**config.mk**
```make
export PLATFORM = sky130hd
export DESIGN_NAME = btn_clasificador
export DESIGN_NICKNAME = d
export VERILOG_FILES = /design/src/rtl/btn_clasificador.sv
export SDC_FILE = /design/constraint.sdc
export NUM_CORES = 1
export LEC_CHECK = 0
export BUFFER_PORTS_ARGS = -buffer_cell sky130_fd_sc_hd__buf_2
export CAP_MARGIN = 20
export CORE_ASPECT_RATIO = 1.25
export CORE_MARGIN = 1
export CORE_UTILIZATION = 40
export CTS_CLUSTER_SIZE = 40
export DETAILED_ROUTE_END_ITERATION = 7
export PLACE_DENSITY_LB_ADDON = 0.08
export SKIP_LAST_GASP = 1
export SLEW_MARGIN = 20
export SYNTH_ARGS = -nofsm -noshare
export SYNTH_HDL_FRONTEND = slang
export SYNTH_SLANG_ARGS = --single-unit
```
**constraint.sdc**
```tcl
create_clock -name clk -period 3.2 [get_ports clk]
set_input_delay 0.48 -clock clk [delete_from_list [all_inputs] [get_ports clk]]
set_output_delay 0.48 -clock clk [all_outputs]
set_load 0.02 [all_outputs]
```
**src/rtl/btn_clasificador.sv**
```systemverilog
// Press classifier behind the button debouncer: emits one-cycle start/short/long pulses
// plus a "press tracked" level. Optional auto-repeat of the long pulse under `BTN_REPEAT_EN.
module btn_clasificador #(
  parameter int COUNT_LONG = 150000000,
  parameter int COUNT_REP  = 25000000
) (
  input  logic clk,
  input  logic rst,
  input  logic boton_in,
  output logic pulso_flanco,
  output logic pulso_corto,
  output logic pulso_largo,
  output logic presionado
);

  localparam int CW = $clog2(COUNT_LONG + 1);
  localparam logic [CW-1:0] LONG_C = CW'(COUNT_LONG);
  localparam logic [CW-1:0] ONE_C  = CW'(1);
  localparam logic [CW-1:0] ZERO_C = CW'(0);

  typedef enum logic [1:0] {
    IDLE      = 2'd0,
    PRESSED   = 2'd1,
    LONG_HELD = 2'd2
  } state_t;

  state_t          state_r, state_s;
  logic [CW-1:0]   cnt_r, cnt_s, cnt_inc_s;
  logic            boton_prev_r;
  logic            flanco_s, corto_s, largo_s, pres_s;

`ifdef BTN_REPEAT_EN
  localparam int RW = $clog2(COUNT_REP + 1);
  localparam logic [RW-1:0] REP_C    = RW'(COUNT_REP);
  localparam logic [RW-1:0] REP_ZERO = RW'(0);
  logic [RW-1:0]   rep_r, rep_s, rep_inc_s;
  assign rep_inc_s = rep_r + RW'(1);
`endif

  assign cnt_inc_s = cnt_r + ONE_C;

  // Next-state and next-output decode; every output is registered below
  always_comb begin
    state_s  = state_r;
    cnt_s    = cnt_r;
    flanco_s = 1'b0;
    corto_s  = 1'b0;
    largo_s  = 1'b0;
    pres_s   = presionado;
`ifdef BTN_REPEAT_EN
    rep_s    = rep_r;
`endif
    case (state_r)
      IDLE: begin
        if (boton_in && !boton_prev_r) begin
          state_s  = PRESSED;
          cnt_s    = ONE_C;
          flanco_s = 1'b1;
          pres_s   = 1'b1;
        end else begin
          cnt_s  = ZERO_C;
          pres_s = 1'b0;
        end
      end
      PRESSED: begin
        if (boton_in) begin
          if (cnt_inc_s == LONG_C) begin
            state_s = LONG_HELD;
            cnt_s   = LONG_C;
            largo_s = 1'b1;
`ifdef BTN_REPEAT_EN
            rep_s   = REP_ZERO;
`endif
          end else begin
            cnt_s = cnt_inc_s;
          end
        end else begin
          state_s = IDLE;
          cnt_s   = ZERO_C;
          corto_s = 1'b1;
          pres_s  = 1'b0;
        end
      end
      LONG_HELD: begin
        if (!boton_in) begin
          state_s = IDLE;
          cnt_s   = ZERO_C;
          pres_s  = 1'b0;
        end else begin
          // Counter stays saturated at the long threshold while held
          cnt_s = LONG_C;
`ifdef BTN_REPEAT_EN
          if (rep_inc_s == REP_C) begin
            rep_s   = REP_ZERO;
            largo_s = 1'b1;
          end else begin
            rep_s = rep_inc_s;
          end
`endif
        end
      end
      default: begin
        state_s = IDLE;
        cnt_s   = ZERO_C;
        pres_s  = 1'b0;
      end
    endcase
  end

  // State, counter, edge-history and output registers with synchronous reset
  always_ff @(posedge clk) begin
    if (rst) begin
      state_r      <= IDLE;
      cnt_r        <= ZERO_C;
      boton_prev_r <= 1'b1;
      pulso_flanco <= 1'b0;
      pulso_corto  <= 1'b0;
      pulso_largo  <= 1'b0;
      presionado   <= 1'b0;
`ifdef BTN_REPEAT_EN
      rep_r        <= REP_ZERO;
`endif
    end else begin
      state_r      <= state_s;
      cnt_r        <= cnt_s;
      boton_prev_r <= boton_in;
      pulso_flanco <= flanco_s;
      pulso_corto  <= corto_s;
      pulso_largo  <= largo_s;
      presionado   <= pres_s;
`ifdef BTN_REPEAT_EN
      rep_r        <= rep_s;
`endif
    end
  end

endmodule

```
==> results.yml <==
outcome:
  status: "complete, no violations"
floorplan:
  dieArea_um2: 5641
  num_io_pins: 7
  core-area_um2: 5116
  fp.dieW_um: 67.38
  num_rows: 29
  die_y_um: 83.72
  start_util: 0.4177
final_layout:
  final_common_cell: "nor2_1"
  area_delta_synth_final_pct: 11.07
  nets: 289
  drive_gt1_frac: 0.1560
  diodes: 0
  layout_common_cells: "nor2_1, dfxtp_1, buf_4"
worst_setup_path:
  crit_type: "flip-flop to flip-flop"
  rr_startpoint: "cnt_r[7]"
  end_kind: "flip-flop"
  worstPathArrival_ns: 3.16
  worstPathRequired_ns: 3.38
  startpoint: "cnt_r[7]"
  start_kind: "flip-flop"
  critPathMaxFanout: 8
sta:
  hold_violations: 0
  fin_skew_ns: 0.004595
  period_minus_slack_ns: 2.979
  max_slew_margin: 0.7074
  rsz0062_at_grt: "false"
  timing.fmax_mhz: 335.7
  setup_viol: 0
  tns_ns: 0
  worst_slew_pin_slew_ns: 0.4278
  min_period_over_period: 0.9308
  drv_slew: 0
clock_tree:
  cts.sinks: 35
  htreeDepth: 2
  root_buffer: "clkbuf_8"
  cts_buffers: 5
  post_cts.resized_instances: 0
  clk_latency_ns: 0.29
  clkTransAtPathRegs_ns: 0.07
  cts_tree: "built"
  clockBufferDepth: 2
  postCtsSetupBuffers: 0
  cts_hold_buffers: 0
synthesis:
  ys.flop_type: "dfxtp_1"
  synth-edff-count: 0
  ys_types: 52
  synth_warnings: 0
  syn_nets: 272
  synthArstFlopShare: 0
  synth-seq-cells: 35
  yosysSeqAreaShare: 0.3279
  avgSynthCellArea_um2: 8.095
  netlist_area_um2: 2137
  synthCells: 264
global_route:
  grt_first_pass_wirelength_um: 9163
  antenna_found_initial: 0
  overflow: 0
  grt_max_degree: 12
  grt_pass1_vias: 1844
  track_usage: 0.2164
power:
  vdd_drop_max_mv: 0.2205
  leakagePower_nw: 0.7716
  total_power_w: 0.0008423
  power.density_nw_per_um2: 354.9
route:
  vias_per_cell: 5.576
  drt_first_iter_violations: 104
  route.detailed.drc: 0
  dr.pass1.iters: 5
  wl_per_cell_um: 16.06
  ant_nets: 0
  num_vias: 1918
  wl_um: 5524
place:
  hpwl_um: 4275
  routabilityCongestion: 0.8955
  io_buffer_count: 6
job:
  cap_violations: 0
min_path:
  hp-class: "input pin to flip-flop"
  min_from: "rst"
registers in the layout, indices dropped and copies added (netlist names):
name and count:
state_r 2, presionado 1, pulso_largo 1, cnt_r 28
boton_prev_r 1, pulso_corto 1, pulso_flanco 1
synth_stat cells, types with 3 or more instances:
cell type	number	area, um2
and2_1	5	31.28
buf_2	6	30.03
nor4_1	7	43.79
nor3_1	10	50.05
or4_1	5	37.54
nand3_1	11	55.05
buf_6	3	33.78
and3_1	3	18.77
nor4b_1	3	26.28
a31oi_1	4	25.02
a211oi_1	4	30.03
xnor2_1	17	148.9
o21a_1	3	22.52
xor2_1	8	70.07
nand2b_1	6	37.54
a21oi_1	11	55.05
dfxtp_1	35	700.7
ha_1	5	62.56
o21ai_0	5	25.02
nand4_1	9	56.30
inv_1	9	33.78
nor2_1	38	142.6
or2_2	3	18.77
nand2_1	17	63.81
layout make-up:
type | count | area (um2)
fill | 531 | 2743
multi-input combinational | 204 | 1300
sequential | 35 | 700.7
timing repair buffer | 26 | 180.2
tap | 62 | 77.57
clock buffer | 7 | 76.32
inverter | 9 | 33.78
clock inverter | 1 | 5.005
power by group:
part / leakage (nW) / switching, W / internal, W / total (W)
sequential: 0.283 / 0.00000719 / 0.000444 / 0.000451
clock: 0.0422 / 0.000160 / 0.000153 / 0.000313
combinational: 0.447 / 0.0000520 / 0.0000262 / 0.0000782
total: 0.772 / 0.000220 / 0.000623 / 0.000842
per-layer routing:
layer  vias up  routed length (um)  global-route usage
met2        38                2747              0.3491
met1       890                2450              0.2701
met4         0                 150             0.09284
li1        981                   -                   -
met5         -                   0                   0
met3         9                 176             0.04508
worst max-delay path, stage by stage (launching register included):
cell      delay [ns]
dfxtp_1         0.48
nand4_2         0.23
or4_1           0.74
nor4_4          0.26
o311ai_1        0.14
or4b_1          0.56
o21ai_2         0.21
buf_4           0.19
nor2_1          0.06
worst paths after layout:
path,end,slack [ns],cells after the start
worst max-delay path,cnt_r[6],0.22,8
worst min-delay path,state_r[1],0.40,2
worst max register to register,cnt_r[6],0.22,8
worst min register to register,presionado,0.48,2
per-stage QoR:
stage	hold WS [ns]	util	instance area, um2	instances	setup slack [ns]
finish	0.4034	0.4639	2374	344	0.2213
global route	0.4143	0.4639	2374	344	0.06115
CTS	0.3955	0.4632	2370	344	0.1895
detailed placement	0.4717	0.4473	2288	336	0.2190
global placement	0.4604	0.4473	2288	336	0.2580
floorplan	0.4851	-	2137	264	0.3505
logic make-up (layout without fill, tap and decap cells):
kind of cell    after synthesis  after routing  share of synthesized area
xor+xnor                     25             25                     0.1025
simple gates                132            132                     0.3408
flops                        35             35                     0.3279
compound gates               40             40                     0.1247
mux                           2              2                   0.009368
buf+inv                      25             43                    0.06557
fa+ha+maj                     5              5                    0.02927
Power figures use the tool's default switching activity.
